[config.mk]
export PLATFORM = sky130hd
export DESIGN_NAME = distram_read_bypass_stage
export DESIGN_NICKNAME = d
export VERILOG_FILES = /design/src/rtl/distram_pkg.sv /design/src/rtl/distram_read_bypass_entry.sv /design/src/rtl/distram_read_bypass_stage.sv
export SDC_FILE = /design/constraint.sdc
export NUM_CORES = 1
export LEC_CHECK = 0
export CAP_MARGIN = 20
export CELL_PAD_IN_SITES_DETAIL_PLACEMENT = 1
export CELL_PAD_IN_SITES_GLOBAL_PLACEMENT = 2
export CORE_MARGIN = 10
export CORE_UTILIZATION = 26
export CTS_CLUSTER_DIAMETER = 200
export DETAILED_ROUTE_END_ITERATION = 10
export PLACE_DENSITY = 0.81
export REMOVE_ABC_BUFFERS = 1
export SETUP_SLACK_MARGIN = 0.15
export SLEW_MARGIN = 15
export SYNTH_ARGS = -nofsm -noshare
export SYNTH_HDL_FRONTEND = slang
export SYNTH_SLANG_ARGS = --single-unit
[constraint.sdc]
create_clock -name CLK -period 1.76 [get_ports CLK]
set_input_delay 0.264 -clock CLK [delete_from_list [all_inputs] [get_ports CLK]]
set_output_delay 0.264 -clock CLK [all_outputs]
set_load 0.01 [all_outputs]
[src/rtl/distram_pkg.sv]
// Types and helpers shared by the distributed-RAM read bypass stage and its held entries.
// Widths here must match the parameters the stage is instantiated with.
package distram_pkg;

  localparam int PKG_INNER_WIDTH = 32;
  localparam int PKG_OUTER_WIDTH = 32;
  localparam int PKG_TAG_WIDTH   = 8;
  localparam int IDX_WIDTH       = $clog2(PKG_OUTER_WIDTH);

  typedef struct packed {
    logic [IDX_WIDTH-1:0]       index0;
    logic [IDX_WIDTH-1:0]       index1;
    logic [PKG_INNER_WIDTH-1:0] data0;
    logic [PKG_INNER_WIDTH-1:0] data1;
    logic [PKG_TAG_WIDTH-1:0]   tag;
  } rd_entry_t;

  function automatic logic idx_hit(
    input logic                 wen,
    input logic [IDX_WIDTH-1:0] windex,
    input logic [IDX_WIDTH-1:0] index
  );
    return wen && (windex == index);
  endfunction

  // The array commits a write only at the next edge, so a matching write wins over read data.
  function automatic logic [PKG_INNER_WIDTH-1:0] bypass_sel(
    input logic                       wen,
    input logic [IDX_WIDTH-1:0]       windex,
    input logic [IDX_WIDTH-1:0]       index,
    input logic [PKG_INNER_WIDTH-1:0] wdata,
    input logic [PKG_INNER_WIDTH-1:0] rdata
  );
    return idx_hit(wen, windex, index) ? wdata : rdata;
  endfunction

  function automatic rd_entry_t snoop_entry(
    input rd_entry_t                  e,
    input logic                       wen,
    input logic [IDX_WIDTH-1:0]       windex,
    input logic [PKG_INNER_WIDTH-1:0] wdata
  );
    rd_entry_t r;
    r       = e;
    r.data0 = bypass_sel(wen, windex, e.index0, wdata, e.data0);
    r.data1 = bypass_sel(wen, windex, e.index1, wdata, e.data1);
    return r;
  endfunction

endpackage

[src/rtl/distram_read_bypass_entry.sv]
// One held read result: loads a captured entry, and while valid replaces the data of any
// lane whose index is being written this cycle (hit flags come from the owner).
module distram_read_bypass_entry
  import distram_pkg::*;
(
  input  logic                       i_clk,
  input  logic                       i_rst_n,
  input  logic                       i_load,
  input  rd_entry_t                  i_entry,
  input  logic                       i_clear,
  input  logic                       i_hit0,
  input  logic                       i_hit1,
  input  logic [PKG_INNER_WIDTH-1:0] i_wdata,
  output logic                       o_valid,
  output rd_entry_t                  o_entry
);

  logic      r_valid;
  rd_entry_t r_entry;

  always_ff @(posedge i_clk or negedge i_rst_n) begin
    if (!i_rst_n) begin
      r_valid <= 1'b0;
      r_entry <= '0;
    end else if (i_load) begin
      r_valid <= 1'b1;
      r_entry <= i_entry;
    end else begin
      if (i_clear) begin
        r_valid <= 1'b0;
      end
      // Snoop runs even on the popping edge; the entry is gone afterwards so it is harmless.
      if (r_valid && i_hit0) begin
        r_entry.data0 <= i_wdata;
      end
      if (r_valid && i_hit1) begin
        r_entry.data1 <= i_wdata;
      end
    end
  end

  assign o_valid = r_valid;
  assign o_entry = r_entry;

endmodule

[src/rtl/distram_read_bypass_stage.sv]
// Read stage behind a 2R/1W distributed-RAM array: drives read indices, captures both words
// with same-cycle write forwarding, and snoops writes into held results.
// Optional 2-entry skid buffer (registered in_ready) under DISTRAM_READ_BYPASS_SKID_EN.
module distram_read_bypass_stage
  import distram_pkg::*;
#(
  parameter int INNER_WIDTH = PKG_INNER_WIDTH,
  parameter int OUTER_WIDTH = PKG_OUTER_WIDTH,
  parameter int TAG_WIDTH   = PKG_TAG_WIDTH
) (
  input  logic                           CLK,
  input  logic                           nRST,
  input  logic                           in_valid,
  output logic                           in_ready,
  input  logic [$clog2(OUTER_WIDTH)-1:0] in_index0,
  input  logic [$clog2(OUTER_WIDTH)-1:0] in_index1,
  input  logic [TAG_WIDTH-1:0]           in_tag,
  output logic [$clog2(OUTER_WIDTH)-1:0] port0_rindex,
  input  logic [INNER_WIDTH-1:0]         port0_rdata,
  output logic [$clog2(OUTER_WIDTH)-1:0] port1_rindex,
  input  logic [INNER_WIDTH-1:0]         port1_rdata,
  input  logic                           wen,
  input  logic [$clog2(OUTER_WIDTH)-1:0] windex,
  input  logic [INNER_WIDTH-1:0]         wdata,
  output logic                           out_valid,
  input  logic                           out_ready,
  output logic [INNER_WIDTH-1:0]         out_data0,
  output logic [INNER_WIDTH-1:0]         out_data1,
  output logic [TAG_WIDTH-1:0]           out_tag
);

  // Valid/ready: a transfer happens on an edge where valid and ready are both 1; the source
  // keeps valid and payload stable until that edge, and ready never depends on valid.
  logic      w_push;
  logic      w_pop;
  rd_entry_t w_capture;
  rd_entry_t w_head_src;
  rd_entry_t w_head_entry;
  logic      w_head_valid;
  logic      w_head_load;
  logic      w_head_clear;
  logic      w_head_hit0;
  logic      w_head_hit1;

  assign port0_rindex = in_index0;
  assign port1_rindex = in_index1;

  always_comb begin
    w_capture        = '0;
    w_capture.index0 = in_index0;
    w_capture.index1 = in_index1;
    w_capture.data0  = bypass_sel(wen, windex, in_index0, wdata, port0_rdata);
    w_capture.data1  = bypass_sel(wen, windex, in_index1, wdata, port1_rdata);
    w_capture.tag    = in_tag;
  end

  assign w_push      = in_valid && in_ready;
  assign w_pop       = w_head_valid && out_ready;
  assign w_head_hit0 = idx_hit(wen, windex, w_head_entry.index0);
  assign w_head_hit1 = idx_hit(wen, windex, w_head_entry.index1);

`ifdef DISTRAM_READ_BYPASS_SKID_EN
  logic      w_skid_valid;
  rd_entry_t w_skid_entry;
  logic      w_skid_load;
  logic      w_skid_clear;
  logic      w_skid_hit0;
  logic      w_skid_hit1;

  // Skid occupancy is a flop, so in_ready has no path from out_ready.
  assign in_ready    = !w_skid_valid;
  assign w_skid_hit0 = idx_hit(wen, windex, w_skid_entry.index0);
  assign w_skid_hit1 = idx_hit(wen, windex, w_skid_entry.index1);

  always_comb begin
    w_head_load  = 1'b0;
    w_head_clear = 1'b0;
    w_skid_load  = 1'b0;
    w_skid_clear = 1'b0;
    w_head_src   = w_capture;
    if (w_pop && w_skid_valid) begin
      // Skid advances with this cycle's write applied; no push is possible while it is full.
      w_head_load  = 1'b1;
      w_head_src   = snoop_entry(w_skid_entry, wen, windex, wdata);
      w_skid_clear = 1'b1;
    end else if (w_push && (!w_head_valid || w_pop)) begin
      w_head_load = 1'b1;
    end else if (w_push) begin
      w_skid_load = 1'b1;
    end else if (w_pop) begin
      w_head_clear = 1'b1;
    end
  end

  distram_read_bypass_entry u_skid (
    .i_clk   (CLK),
    .i_rst_n (nRST),
    .i_load  (w_skid_load),
    .i_entry (w_capture),
    .i_clear (w_skid_clear),
    .i_hit0  (w_skid_hit0),
    .i_hit1  (w_skid_hit1),
    .i_wdata (wdata),
    .o_valid (w_skid_valid),
    .o_entry (w_skid_entry)
  );
`else
  assign in_ready = !w_head_valid || out_ready;

  always_comb begin
    w_head_load  = w_push;
    w_head_clear = w_pop && !w_push;
    w_head_src   = w_capture;
  end
`endif

  distram_read_bypass_entry u_head (
    .i_clk   (CLK),
    .i_rst_n (nRST),
    .i_load  (w_head_load),
    .i_entry (w_head_src),
    .i_clear (w_head_clear),
    .i_hit0  (w_head_hit0),
    .i_hit1  (w_head_hit1),
    .i_wdata (wdata),
    .o_valid (w_head_valid),
    .o_entry (w_head_entry)
  );

  assign out_valid = w_head_valid;
  assign out_data0 = w_head_entry.data0;
  assign out_data1 = w_head_entry.data1;
  assign out_tag   = w_head_entry.tag;

endmodule

==> run_results.csv, run 1 <==
group,metric,value,unit
detailed_routing,dr.pass1.iters,5,
sta,whs,0.290,ns
critical_path,critPathCaptureType,"flop",
floorplan,initial_utilization,26.6,%
pwr,p_leak,3.53,nW
critical_path,cp_max_fo,5,
sta,setup_viol,3,
min_path,hp-class,"in2reg",
finish,drive_above_1_share,25.6,%
critical_path,cp_data_arrival_time,2.04,ns
global_route,grt_usage,19.8,%
clock_tree,path_clk_slew,0.07,ns
placement,gp_congestion,0.812,
detailed_routing,wirelength,30.5,mm
detailed_routing,vias,6396,
global_route,first_global_vias,6942,
synthesis,synth_largest_area_cell,"dfrtp_1",
run_status,status,"finished, violations left",
synthesis,synthCells,660,
synthesis,synth_ff_type,"dfrtp_1",
run_status,violations,"negative setup slack",
synthesis,synth-seq-cells,83,
floorplan,pin_count,208,
global_route,antenna_found_initial,4,
detailed_routing,viasPerCell,5.78,
placement,port_buffers,207,
sta,fin_crit_sh,101,%
global_route,grt_pass1_wl,44.1,mm
floorplan,die_x,170,µm
clock_tree,cts.sinks,83,
floorplan,rows,54,
synthesis,synthTopCellsByArea,"dfrtp_1 35%, buf_4 11%, a41oi_1 9.6%",
sta,slew_viol_final,0,
synthesis,synth-async-reset-ratio,100,%
synthesis,synth_area,5870,µm²
sta,fin_crit,1.78,ns
clock_tree,htree_levels,3,
floorplan,core,22000,µm²
critical_path,slowest_delay,0.42,ns
finish,fin_nets,944,
detailed_routing,ant_nets,0,
sta,timing.slew.headroom,65.2,%
synthesis,synth_common_cells,"83 x buf_4, 83 x dfrtp_1",
synthesis,yosysSeqAreaShare,35.4,%
placement,placedCellCount,1056,
detailed_routing,drtIter0Drc,463,
job,drv_cap,0,
critical_path,crit_path_start_kind,"flop",
sta,max_freq,0.562,GHz
sta,worst_pin_slew,0.522,ns
sta,hold_violations,0,
clock_tree,clockRootBuffer,"clkbuf_16",
critical_path,required,2.02,ns
synthesis,synth_edf_count,0,
floorplan,design.die.area,29000,µm²
clock_tree,cts_tree,"built",
sta,rsz0062_at_grt,"yes",
global_route,grt-ovfl-total,0,
synthesis,synth.distinct_cells,25,
floorplan,die_h,170,µm
detailed_routing,drc,0,
critical_path,path_class,"reg2reg",
pwr,ir_drop,402,µV
global_route,grt_max_degree,84,
finish,instances_no_fill,1106,
clock_tree,clk_path_buf_depth,2,
placement,pre_cts_ws,-0.417,ns
critical_path,critPathSlowestCell,"dfrtp_1",
clock_tree,clk_latency,0.35,ns
finish,final_core_util,44.4,%
pwr,powerDensity,804,nW/µm²
sta,fin_skew,0.00975,ns
clock_tree,cts_inserted_buffers,9,
detailed_routing,wl_per_cell,27.5,µm
synthesis,synth_top_cell_area_share,35.4,%
critical_path,worstPathCellList,"xor2_2 > nor4_4 > buf_4 > buf_12 > buf_12 > clkbuf_16 > a211oi_2 > a41oi_1",
critical_path,crit_path_frequent_cell,"buf_12",
finish,area_growth,66.8,%
finish,nFillCells,2422,
placement,dp_hpwl,18.5,mm
synthesis,postSynthAreaPerCell,8.89,µm²
synthesis,ys.warnings.count,0,
sta,setup_slack,-0.0184,ns
worst paths after layout:
check | slack (ns) | to | depth (start not counted) | start
worst min-delay path | 0.29 | u_head.o_entry[81] | 4 | in_index0[4]
max in group asynchronous | 0.84 | u_head.o_entry[68] | 3 | nRST
worst max register to register | -0.02 | u_head.o_entry[62] | 8 | u_head.o_entry[77]
min in group asynchronous | 0.50 | u_head.o_entry[74] | 3 | nRST
worst max-delay path | -0.02 | u_head.o_entry[62] | 8 | u_head.o_entry[77]
worst min register to register | 0.48 | u_head.o_entry[1] | 2 | u_head.o_entry[1]
routing by layer:
metal  global-route usage, %  routed length (µm)  up-vias
li1                        -                   -     2829
met4                    6.75                 712        4
met5                       0                  26        -
met1                    23.7               12400     3272
met3                    6.22                2210       41
met2                    33.0               15200      250
where the power goes:
group	internal (mW)	switching, mW	leakage [nW]
sequential	2.23	0.255	0.936
clock	1.21	0.868	0.155
combinational	1.70	1.59	2.44
total	5.15	2.71	3.53
critical path: cells and delay by family, from the launching register on:
kind	cells	cell delay [ns]
compound gates	2	0.24
xor+xnor	1	0.17
buf+inv	4	0.59
flops	1	0.42
simple gates	1	0.28
repair_timing:
item | 4_1_cts | 5_1_grt
setup endpoints to repair | 75 | 75
pin swaps | 2 | 6
gates cloned | 10 | 3
endpoints found under the hold margin | 43 | 0
gates resized for setup | 72 | 89
buffers inserted | 10 | 9
hold buffers | 1 | 0
registers in the layout (all words and copies together) (netlist names):
signal / cells
u_head.o_entry: 82
u_head.o_valid: 1
through the flow:
stage	instance area (µm²)	power (mW)	TNS (ns)
2_1_floorplan	4910	3.42	-181.32
3_3_place_gp	8140	5.15	-18.57
3_5_place_dp	8140	5.18	-21.92
4_1_cts	9120	7.62	0
5_1_grt	9780	8.22	-1.46
6_report	9780	7.86	-0.0249
cell families (layout without fill, tap and decap cells):
group,Yosys count,count (layout),synth area share [%]
flip-flops,83,83,35.4
AND/OR/NAND/NOR,173,173,15.1
buffers and inverters,159,324,16.3
XOR/XNOR,17,17,2.54
other,0,1,0
AO/OA/AOI/OAI,228,228,30.6
area by class of cell:
type	count	area (µm²)	area share, %
well taps	280	350	3.58
diodes	1	2.50	0.0256
flip-flops and latches	83	2080	21.2
clock buffers	12	267	2.72
multi-input cells	418	3470	35.5
inverters	1	3.75	0.0384
clock inverters	4	47.5	0.486
repair buffers	307	3570	36.5
cells in the final DEF (no fill, tap or decap), types with 22 or more instances in the layout:
cell type,synthesis,layout
o211ai_1,32,32
nand4_1,34,34
a41oi_1,64,28
nand3_1,64,64
buf_12,0,33
a41oi_2,0,36
buf_4,83,47
a22oi_1,64,63
clkdlybuf4s50_1,0,170
a211oi_1,64,33
a211oi_2,0,22
nand2_1,57,55
dfrtp_1,83,83
Note: power is estimated with default switching activity, not from simulation.
==> run 2: changes to the inputs <==
- CAP_MARGIN: 20 -> not set
- PLACE_DENSITY: 0.81 -> not set
- PLACE_DENSITY_LB_ADDON: not set -> 0.12
==> run 2 against run 1 <==
Effect of this change:
- the flow still finishes with violations (negative setup slack)
- final area is 0.45% lower
- die area stayed put
- combinational power is 1% lower
- routed wire length is 2.6% higher
- via count is 1.7% higher
- clock power is 3% lower
- global-route usage is 0.68 points higher
- hold slack better by 0.15 ns
- worst setup slack better by 0.012 ns
- non-clock buffer count is 2 lower
- critical path type unchanged
==> run_results.csv, run 2 (synthesis results as in run 1) <==
group,metric,value,unit
sta,fin_skew,0.00846,ns
placement,dp_hpwl,19.4,mm
detailed_routing,wl_per_cell,28.3,µm
floorplan,rows,54,
clock_tree,cts_inserted_buffers,9,
finish,final_cell_mix,"172 x clkdlybuf4s50_1, 83 x dfrtp_1, 64 x nand3_1, 64 x a22oi_1, 56 x a41oi_2",
pwr,power,7.77,mW
pwr,pwr-share-clk,25.9,%
detailed_routing,vias,6504,
finish,finalInstanceArea,9740,µm²
clock_tree,clockRootBuffer,"clkbuf_16",
detailed_routing,dr.pass1.iters,6,
floorplan,initial_utilization,26.6,%
min_path,min_to,"u_head.o_entry[2]",
clock_tree,htree_levels,3,
sta,slew_viol_final,0,
critical_path,critPathCaptureType,"flop",
finish,fin_nets,942,
finish,drive_above_1_share,25.5,%
placement,port_buffers,207,
global_route,grt_max_degree,84,
clock_tree,cts.sinks,83,
min_path,min_from,"in_tag[2]",
critical_path,r2r_start,"u_head.o_entry[78]",
critical_path,reg2regPathDepth,7,
detailed_routing,drtIter0Drc,450,
clock_tree,cts_tree,"built",
placement,placed_area,8160,µm²
pwr,power.share.sequential,32.2,%
floorplan,design.die.area,29000,µm²
sta,rsz0062_at_grt,"yes",
sta,timing.slew.headroom,63.8,%
clock_tree,clk_path_buf_depth,2,
sta,whs,0.436,ns
min_path,hp-class,"in2reg",
global_route,antenna_found_initial,4,
critical_path,r2r_end,"u_head.o_entry[53]",
floorplan,die_x,170,µm
min_path,whs_path_depth,3,
finish,final_common_cell,"clkdlybuf4s50_1",
pwr,combPwrFrac,41.9,%
job,drv_cap,0,
sta,setup_viol,1,
placement,gp_congestion,0.767,
critical_path,cp_max_fo,6,
critical_path,r2r_slack,-0.006,ns
sta,max_freq,0.566,GHz
pwr,powerDensity,798,nW/µm²
pwr,ir_drop,497,µV
sta,setup_slack,-0.00626,ns
clock_tree,path_clk_slew,0.07,ns
detailed_routing,wirelength,31.3,mm
floorplan,die_h,170,µm
critical_path,startpoint,"u_head.o_entry[78]",
clock_tree,clk_latency,0.36,ns
finish,nFillCells,2377,
run_status,violations,"negative setup slack",
detailed_routing,ant_nets,0,
placement,pre_cts_ws,-0.489,ns
pwr,p_int,5.04,mW
critical_path,path_class,"reg2reg",
finish,largest_register_ffs,82,
detailed_routing,drc,0,
sta,fin_crit,1.77,ns
floorplan,core,22000,µm²
global_route,first_global_vias,7145,
pwr,switching_share,35.1,%
floorplan,pin_count,208,
pwr,switching_power,2.73,mW
critical_path,crit_path_start_kind,"flop",
sta,hold_violations,0,
run_status,status,"finished, violations left",
sta,worst_pin_slew,0.544,ns
finish,multiInputGateArea,3520,µm²
global_route,grt-ovfl-total,0,
detailed_routing,viasPerCell,5.88,
critical_path,cp_data_arrival_time,2.04,ns
finish,ff_latch_area,2080,µm²
sta,fin_crit_sh,100,%
critical_path,required,2.04,ns
pwr,p_leak,3.46,nW
global_route,grt_usage,20.5,%
global_route,grt_pass1_wl,45.6,mm
finish,area_growth,66.1,%
-- run 2: how the worst max path moves through the flow --
stage	to	slack [ns]	cells after the start
finish	u_head.o_entry[53]	-0.006	7
global route	u_head.o_entry[62]	-0.09	7
CTS	u_head.o_entry[61]	0.02	7
detailed placement	u_head.o_entry[39]	-0.49	6
global placement	u_head.o_entry[24]	-0.41	6
floorplan	u_head.o_entry[40]	-2.35	4
-- run 2: per-layer routing --
metal  vias to the layer above  track usage (%)  share of wire [%]
li1                       2817                -                  -
met1                      3369             25.8                 43
met2                       271             33.0                 47
met3                        43             6.09                7.9
met4                         4             6.60                2.2
met5                         -                0              0.074
-- run 2: worst max-delay path, cell delays in order (launching register included) --
cell and delay, ns:
dfrtp_1 0.41, xor2_2 0.17, nor4_4 0.35, buf_4 0.20, buf_6 0.12, clkbuf_16 0.17
a211oi_1 0.10, a41oi_2 0.17
-- run 2: repair_timing --
| action | in CTS | in global routing |
|---|---|---|
| gates resized for setup | 61 | 94 |
| setup endpoints to repair | 75 | 72 |
| hold buffers | 1 | 0 |
| pin swaps | 5 | 6 |
| buffers inserted | 11 | 5 |
| gates cloned | 8 | 5 |
| endpoints found under the hold margin | 41 | 0 |
-- run 2: cell type report --
type | instances | area share [%]
multi-input cells | 418 | 36.1
repair buffers | 305 | 35.8
flip-flops and latches | 83 | 21.3
well taps | 280 | 3.60
clock buffers | 12 | 2.53
clock inverters | 4 | 0.514
diodes | 3 | 0.0771
inverters | 1 | 0.0385
-- run 2: power by group through the flow --
stage,registers [mW],logic (mW),clock network [mW]
2_1_floorplan,2.58,0.838,0
5_1_grt,2.54,3.45,2.16
4_1_cts,2.48,2.97,2.05
3_5_place_dp,2.51,2.72,0
6_report,2.50,3.25,2.01
3_3_place_gp,2.50,2.67,0
-- run 2: stage by stage --
| stage | utilization, % | std cells | TNS (ns) |
|---|---|---|---|
| 2_1_floorplan | - | 502 | -181.32 |
| 3_3_place_gp | 37.1 | 1057 | -22.83 |
| 3_5_place_dp | 37.1 | 1057 | -25.95 |
| 4_1_cts | 40.8 | 1093 | 0 |
| 5_1_grt | 44.2 | 1103 | -1.85 |
| 6_report | 44.2 | 1106 | -0.00626 |
==> run 3: changes to the inputs <==
- CORE_ASPECT_RATIO: not set -> 0.5
==> run 3 against run 2 <==
Effect of this change:
- the run now ends clean
- non-clock buffer count rose by 2
- maximum frequency grew 2.3%
- first-iteration DRC count grew 21%
- total power is 1.7% higher
- final area fell by 0.31%
- clock skew up 0.0039 ns
- die area up 1.3%
- via count is 0.31% higher
- critical endpoint is now u_head.o_entry[17]
==> run_results.csv, run 3 (synthesis results as in run 1) <==
group,metric,value,unit
run_status,status,"complete, no violations",
floorplan,core,21900,µm²
min_path,hp-class,"in2reg",
critical_path,r2r_start,"u_head.o_entry[74]",
detailed_routing,wirelength,32.1,mm
detailed_routing,vias,6524,
sta,fin_crit_sh,98.1,%
placement,port_buffers,207,
critical_path,startpoint,"u_head.o_entry[74]",
placement,dp_hpwl,19.9,mm
sta,hold_violations,0,
critical_path,cp_top_family,"flip-flops",
pwr,switching_share,34.2,%
finish,area_growth,65.6,%
critical_path,critPathCaptureType,"flop",
finish,multiInputGateArea,3470,µm²
finish,final_cell_mix,"177 x clkdlybuf4s50_1, 82 x dfrtp_1, 64 x nand3_1, 64 x a22oi_1, 62 x a41oi_2",
min_path,min_from,"in_index0[1]",
detailed_routing,ant_nets,0,
global_route,grt-ovfl-total,0,
clock_tree,clk_path_buf_depth,2,
sta,max_freq,0.579,GHz
job,drv_cap,0,
global_route,grt_max_degree,44,
detailed_routing,viasPerCell,5.79,
global_route,grt_usage,21.1,%
finish,ff_latch_area,2080,µm²
finish,final_common_cell,"clkdlybuf4s50_1",
sta,setup_viol,0,
floorplan,initial_utilization,26.8,%
finish,instances_no_fill,1126,
global_route,antenna_found_initial,2,
critical_path,r2r_slack,0.03,ns
detailed_routing,drc,0,
clock_tree,path_clk_slew,0.06,ns
placement,placedCellCount,1081,
floorplan,die_x,232,µm
clock_tree,cts_tree,"built",
pwr,p_int,5.20,mW
sta,rsz0062_at_grt,"yes",
pwr,powerDensity,814,nW/µm²
floorplan,die_h,126,µm
finish,largest_register_ffs,82,
critical_path,required,1.98,ns
finish,fin_nets,944,
detailed_routing,drtIter0Drc,543,
sta,worst_pin_slew,0.440,ns
clock_tree,cts_inserted_buffers,9,
detailed_routing,wl_per_cell,28.5,µm
critical_path,cp_max_fo,8,
sta,fin_crit,1.73,ns
critical_path,path_class,"reg2reg",
sta,slew_viol_final,0,
floorplan,pin_count,208,
clock_tree,cts.sinks,83,
critical_path,crit_buf_inv,3,
pwr,combPwrFrac,41.2,%
floorplan,design.die.area,29300,µm²
global_route,grt_pass1_wl,47.4,mm
pwr,ir_drop,359,µV
floorplan,rows,38,
pwr,power.share.sequential,31.2,%
pwr,p_leak,3.45,nW
finish,nFillCells,2379,
clock_tree,clockRootBuffer,"clkbuf_16",
critical_path,critPathSlowestCell,"dfrtp_1",
placement,gp_congestion,0.738,
global_route,first_global_vias,7279,
sta,fin_skew,0.0124,ns
detailed_routing,dr.pass1.iters,5,
clock_tree,clk_latency,0.36,ns
clock_tree,htree_levels,3,
critical_path,worstPathCellList,"xor2_1 > nor4_4 > a21o_1 > buf_6 > buf_12 > buf_16 > a41oi_2",
sta,timing.slew.headroom,70.7,%
pwr,switching_power,2.70,mW
critical_path,slowest_delay,0.40,ns
pwr,pwr-share-clk,27.6,%
sta,whs,0.318,ns
critical_path,crit_path_start_kind,"flop",
critical_path,cp_data_arrival_time,1.94,ns
finish,drive_above_1_share,25.2,%
==> run 3: cell count changes in the layout (fill, tap and decap cells not counted), moves of 5 or more <==
cell             before  now
a211oi_1             47   57
a41oi_1               8    2
a41oi_2              56   62
dlymetal6s2s_1       18   12
a211oi_2             10    5
a211oi_4              7    2
buf_6                 5   10
clkdlybuf4s50_1     172  177
==> run 3: what timing repair did <==
action | 4_1_cts | 5_1_grt
pin swaps | 5 | 11
hold endpoints to repair | 25 | 0
gates resized for setup | 72 | 74
setup buffers | 15 | 1
cloned | 8 | 3
hold buffers | 1 | 0
setup endpoints to repair | 76 | 73
==> run 3: layer usage <==
layer / share of wire [%] / GRT usage, %
met1: 44 / 26.9
met2: 49 / 35.1
met3: 5.6 / 5.11
met4: 1.8 / 5.27
met5: 0 / 0
==> run 3: cell type report <==
type	instances	area share, %
clock buffers	12	2.64
clock inverters	2	0.618
flip-flops and latches	83	21.4
diodes	3	0.0773
repair buffers	307	35.6
multi-input cells	418	35.7
well taps	300	3.87
inverters	1	0.0387
==> run 3: metrics by stage <==
step / cell area [µm²] / util, % / setup TNS [ns] / setup WS [ns] / power, mW
after floorplan: 4910 / - / -181.32 / -2.35 / 3.42
after detailed placement: 8240 / 37.6 / -21.44 / -0.380 / 5.24
after CTS: 9210 / 42.0 / 0 / 0.0678 / 7.74
final: 9710 / 44.3 / 0 / 0.0341 / 7.90
after global placement: 8240 / 37.6 / -17.67 / -0.311 / 5.20
after global routing: 9710 / 44.3 / -0.329 / -0.0293 / 8.25
==> run 3: power groups by stage <==
| stage | combinational, mW | clock (mW) | sequential [mW] |
|---|---|---|---|
| global route | 3.45 | 2.30 | 2.50 |
| floorplan | 0.838 | 0 | 2.58 |
| CTS | 3.06 | 2.23 | 2.46 |
| global placement | 2.71 | 0 | 2.49 |
| finish | 3.26 | 2.18 | 2.47 |
| detailed placement | 2.75 | 0 | 2.49 |
==> run 3: worst paths after layout <==
check                                     endpoint  depth (start not counted)
worst max-delay path            u_head.o_entry[17]                          7
worst min-delay path            u_head.o_entry[78]                          4
worst max register to register  u_head.o_entry[17]                          7
worst min register to register   u_head.o_entry[2]                          2
max in group asynchronous       u_head.o_entry[16]                          3
min in group asynchronous       u_head.o_entry[80]                          2
==> run 3: worst register-to-register path: cells and delay by family (launching register included) <==
kind	cells	cell delay (ns)
flip-flops	1	0.40
AO/OA/AOI/OAI	2	0.31
AND/OR/NAND/NOR	1	0.30
buffers and inverters	3	0.41
XOR/XNOR	1	0.17
==> edit 1, RTL diff (flow settings as in run 2) <==
Set the package constant `PKG_TAG_WIDTH` to 10 (it was 8).
--- a/src/rtl/distram_pkg.sv
+++ b/src/rtl/distram_pkg.sv
@@ -5,5 +5,5 @@
   localparam int PKG_INNER_WIDTH = 32;
   localparam int PKG_OUTER_WIDTH = 32;
-  localparam int PKG_TAG_WIDTH   = 8;
+  localparam int PKG_TAG_WIDTH   = 10;
   localparam int IDX_WIDTH       = $clog2(PKG_OUTER_WIDTH);
 
Ports: changed (resized in_tag and out_tag); port bits go from 208 to 212. No check against the original RTL was run, so the function may have changed too.
==> edit 1 against run 2 <==
The run still ends with negative setup slack left; largest power group unchanged; area after synthesis shrank 0.83%; largest cell class is now buffers; design area down 9.9%; sequential cell count increased by 2; synthesized cell count decreased by 0.15%; power shrank 3.3%; setup slack worse by 0.014 ns; critical endpoint is now u_head.o_entry[33]$_DFFE_PN0P_; combinational power down 14%; wire length decreased by 7.7%; core utilization down 4.1 points.
==> edit 1: results (changes against run 2) <==
========================================================================
TritonCTS buffer count                                                 9   unchanged
Count of distinct cell types in the synthesized netlist               21   -16%
Count of TritonRoute iterations in the first routing pass              5   -1
First-pass GRT wire length                                      42900 um   -6.0%
Via count of the first global-routing pass                          6880   -3.7%
Class of the tightest hold or removal check                 input port to register
Global routing usage summed across all routing layers              19.1%   -1.4 points
Pin count of the biggest net entering global routing                  64   -24%
Post-synthesis cell type with the largest combined area          dfrtp_1
Total leakage power                                           0.00320 uW   -7.7%
Top cell types by occurrence after synthesis                128 x nand3_1, 97 x buf_4, 85 x dfrtp_1
Combinational cell fraction of total power                         37.4%   -4.5 points
Run status                                                  complete, but fails checks
Detailed Route Iter0 Violations                                      501   +11%
Worst-case setup margin in the final layout                   -0.0204 ns   -0.0141 ns
Filler cell count in the final layout                               2455   +3.3%
Via Count                                                           6224   -4.3%
RePlAce Congestion                                                 0.769   +0.25%
Met1 usage                                                         23.7%   -2.1 points
Critical hold path startpoint                               in_index0[0]
Depth of the worst register-to-register path                           6   -1
Crit. Startpoint                                            u_head.o_entry[77]$_DFFE_PN0P_
Worst-case hold path end point                              u_head.o_entry[79]$_DFFE_PN0P_
Average routed wire per standard cell                            26.7 um   -5.6%
Detailed placement HPWL                                         19400 um   -0.10%
Fraction of met2 tracks used by global routing                     31.1%   -1.9 points
Crit path max-delay cell type                                    dfrtp_1
Kind of end point of the critical path                          register
Number of flip-flops under the largest register name                  84   +2.4%
Amount of wire on met2 after detailed routing                   13800 um   -5.2%
Number of diodes added for antenna fixing                              0   -3
Routed wire length on met3                                       2180 um   -11%
Antenna violations before repair                                       2   -2
Clock root buffer master                                       clkbuf_16
Final Net Count                                                      922   -2.1%
GRT met3 Usage                                                     5.97%   -0.11 points
Number of port buffers                                               211   +1.9%
Worst Tran Pin Value                                            0.590 ns   +0.0469 ns
Seq/Total Area, Yosys                                              36.6%   +1.2 points
Share of post-route cells with drive strength above 1              15.2%   -10 points
Sum Neg Setup Slack                                            -0.120 ns   -0.113 ns
Final Setup Violations                                                14   +13
End of the worst register-to-register path                  u_head.o_entry[33]$_DFFE_PN0P_
Routed metal-1 wirelength                                       12300 um   -8.9%
Top cells by area in the synthesized netlist                dfrtp_1 37%, buf_4 13%, nand3_1 11%
Peak supply drop                                                0.475 mV   -4.4%
Violated checks                                             negative setup slack
Longest Clk Path Bufs                                                  2   unchanged
Clk pwr share                                                      29.0%   +3.1 points
Arrival time of data at the critical path endpoint               2.00 ns   -0.04 ns
Setup Skew                                                    0.00922 ns   +0.000757 ns
Sw frac                                                            33.9%   -1.2 points
CTS H-tree depth                                                       3   unchanged
Largest delay contributor family on the critical path         flip-flops
========================================================================
[edit 1: cell types whose count changed after synthesis, sizes merged, moves of 2 or more]
cell / run 2 / this run
nand3: 64 / 128
nand4: 34 / 2
o211ai: 32 / 0
nand2: 57 / 62
clkbuf: 32 / 28
nand2b: 5 / 2
nor2b: 3 / 0
dfrtp: 83 / 85
xnor2: 6 / 8
[edit 1: cell type report]
class,count,share of cell area [%]
Clock buffer,9,2.57
Multi-Input combinational cell,420,33.9
Clock inverter,7,1.11
Inverter,1,0.0428
Tap cell,280,3.99
Sequential cell,85,24.2
Timing Repair Buffer,279,34.2
[edit 1: kinds of logic (layout without fill, tap and decap cells)]
group                  Yosys count  in the layout  share of synthesized area (%)
AND/OR/NAND/NOR                203            204                           16.8
flip-flops                      85             85                           36.6
XOR/XNOR                        20             20                           3.01
buffers and inverters          155            296                           16.8
AO/OA/AOI/OAI                  196            196                           26.8
[edit 1: through the flow]
stage	hold WS [ns]	total power, uW	cell area [um2]	cells	setup slack (ns)
6_report	0.257	7510	8780	1081	-0.0204
5_1_grt	0.276	7900	8780	1081	-0.120
4_1_cts	0.430	7520	8610	1077	-0.0334
3_5_place_dp	0.260	5200	8020	1053	-0.533
3_3_place_gp	0.260	5140	8020	1053	-0.421
2_1_floorplan	-0.0316	3450	4840	505	-2.39
[edit 1: worst min-delay path, delay by kind of cell]
family,cells,cell delay (ns)
buf+inv,1,0.18
simple gates,2,0.12
[edit 1: timing repair]
action / 4_1_cts / 5_1_grt
buffers inserted: 3 / 0
hold buffers: 1 / 0
endpoints found under the hold margin: 28 / 0
pin swaps: 3 / 1
cloned: 4 / 4
endpoints found under the setup margin: 83 / 73
resized for setup: 52 / 18
==> edit 2, RTL diff (flow settings as in run 2) <==
Made on the original files. Make the reset (`i_rst_n`) synchronous in one clocked block.
--- a/src/rtl/distram_read_bypass_entry.sv
+++ b/src/rtl/distram_read_bypass_entry.sv
@@ -19,5 +19,5 @@
   rd_entry_t r_entry;
 
-  always_ff @(posedge i_clk or negedge i_rst_n) begin
+  always_ff @(posedge i_clk) begin
     if (!i_rst_n) begin
       r_valid <= 1'b0;
Formal check against the unedited RTL: differs if nRST is asserted again (counterexample within 4 cycles, from zero or initial values and one cycle with nRST low); with nRST held inactive, the same outputs for 4 cycles.
==> edit 2 against run 2 <==
Area after synthesis fell by 24%; wire length fell by 37%; sequential cell count did not move; sequential share of layout area rose by 0.55 points; setup slack improved by 0.13 ns; design area fell by 21%; critical path depth rose by 2; power fell by 24%.
==> edit 2: results (changes against run 2) <==
=========================================================================================
Setup Skew                                                                     0.00984 ns   +0.00137 ns
Met1 usage                                                                          18.8%   -6.9 points
GRT met3 Usage                                                                      7.23%   +1.1 points
Critical hold path startpoint                                                in_index0[2]
Routed wire length on met3                                                        1700 um   -31%
Worst-case hold path end point                                               u_head.o_entry[79]$_SDFFE_PN0P_
First-pass GRT wire length                                                       28700 um   -37%
Detailed Route Iter0 Violations                                                       133   -70%
Arrival time of data at the critical path endpoint                                1.87 ns   -0.17 ns
Share of post-route cells with drive strength above 1                               23.9%   -1.6 points
Depth of the worst register-to-register path                                            9   +2
Relative slew margins                                                               74.0%   +10 points
Count of distinct cell types in the synthesized netlist                                27   +8.0%
Last element of the critical path                                            u_head.o_entry[13]$_SDFFE_PN0P_
Proportion of synthesized area in mux cells                                         14.5%   +14 points
Amount of wire on met2 after detailed routing                                     9810 um   -33%
Worst slack at placement                                                        -0.581 ns   -0.0915 ns
Top cell types by occurrence after synthesis                                 85 x buf_4, 83 x dfxtp_1, 62 x a21oi_1, 62 x mux2i_1, 58 x o21ai_1
Hold path depth                                                                         4   +1
RePlAce Congestion                                                                  0.732   -4.6%
Top Layer Used                                                                       met4
Post-route worst hold slack                                                      0.355 ns   -0.0807 ns
Maximum cell stage delay along the critical path                                  0.37 ns   -0.04 ns
Largest delay contributor family on the critical path                        buffers and inverters
Routed metal-1 wirelength                                                         8020 um   -41%
Peak supply drop                                                                 0.483 mV   -2.8%
WL final                                                                         19700 um   -37%
Post-detailed-placement cell area                                                6330 um2   -22%
Via Count                                                                            4161   -36%
Proportion of register bits with asynchronous set or reset after synthesis             0%   -100 points
Average instance area after synthesis                                            8.94 um2   +0.62%
Detailed placement HPWL                                                          12100 um   -37%
Fraction of met2 tracks used by global routing                                      28.8%   -4.2 points
Xor/xnor cell area share of the yosys netlist                                       4.05%   +1.5 points
Antenna violations before repair                                                        1   -3
Via count of the first global-routing pass                                           4664   -35%
Crit. Startpoint                                                             u_head.o_valid$_SDFFE_PN0P_
Share of the synthesized area in compound gates (AO/OA/AOI/OAI)                     20.2%   -10 points
Count of TritonRoute iterations in the first routing pass                               4   -2
Dominant register cell in the synthesized netlist                                 dfxtp_1
Run status                                                                   complete, no violations
=========================================================================================
## edit 2: cell count changes after synthesis, moves of 62 or more
cell | before | now
a41oi_1 | 64 | 0
mux2i_1 | 0 | 62
a211oi_1 | 64 | 0
dfrtp_1 | 83 | 0
nand3_1 | 64 | 2
a21oi_1 | 0 | 62
a22oi_1 | 64 | 0
dfxtp_1 | 0 | 83
## edit 2: power by group
group | leakage [uW] | switching, uW | internal, uW
Sequential | 0.000691 | 88.9 | 2030
Clock | 0.000153 | 810 | 1180
Combinational | 0.00229 | 735 | 1050
## edit 2: layout make-up
cell class | count | area, um2
fill | 1801 | 8990
timing repair buffer | 287 | 3170
multi-input combinational | 293 | 2220
sequential | 83 | 1670
tap | 220 | 275
clock buffer | 12 | 256
clock inverter | 4 | 48.8
inverter | 3 | 11.3
antenna | 1 | 2.50
## edit 2: repair_timing
action                                  in CTS  in global routing
endpoints found under the setup margin      75                 64
setup buffers                               21                  6
pin swaps                                   28                 26
resized for setup                           66                 56
gates cloned                                13                  3
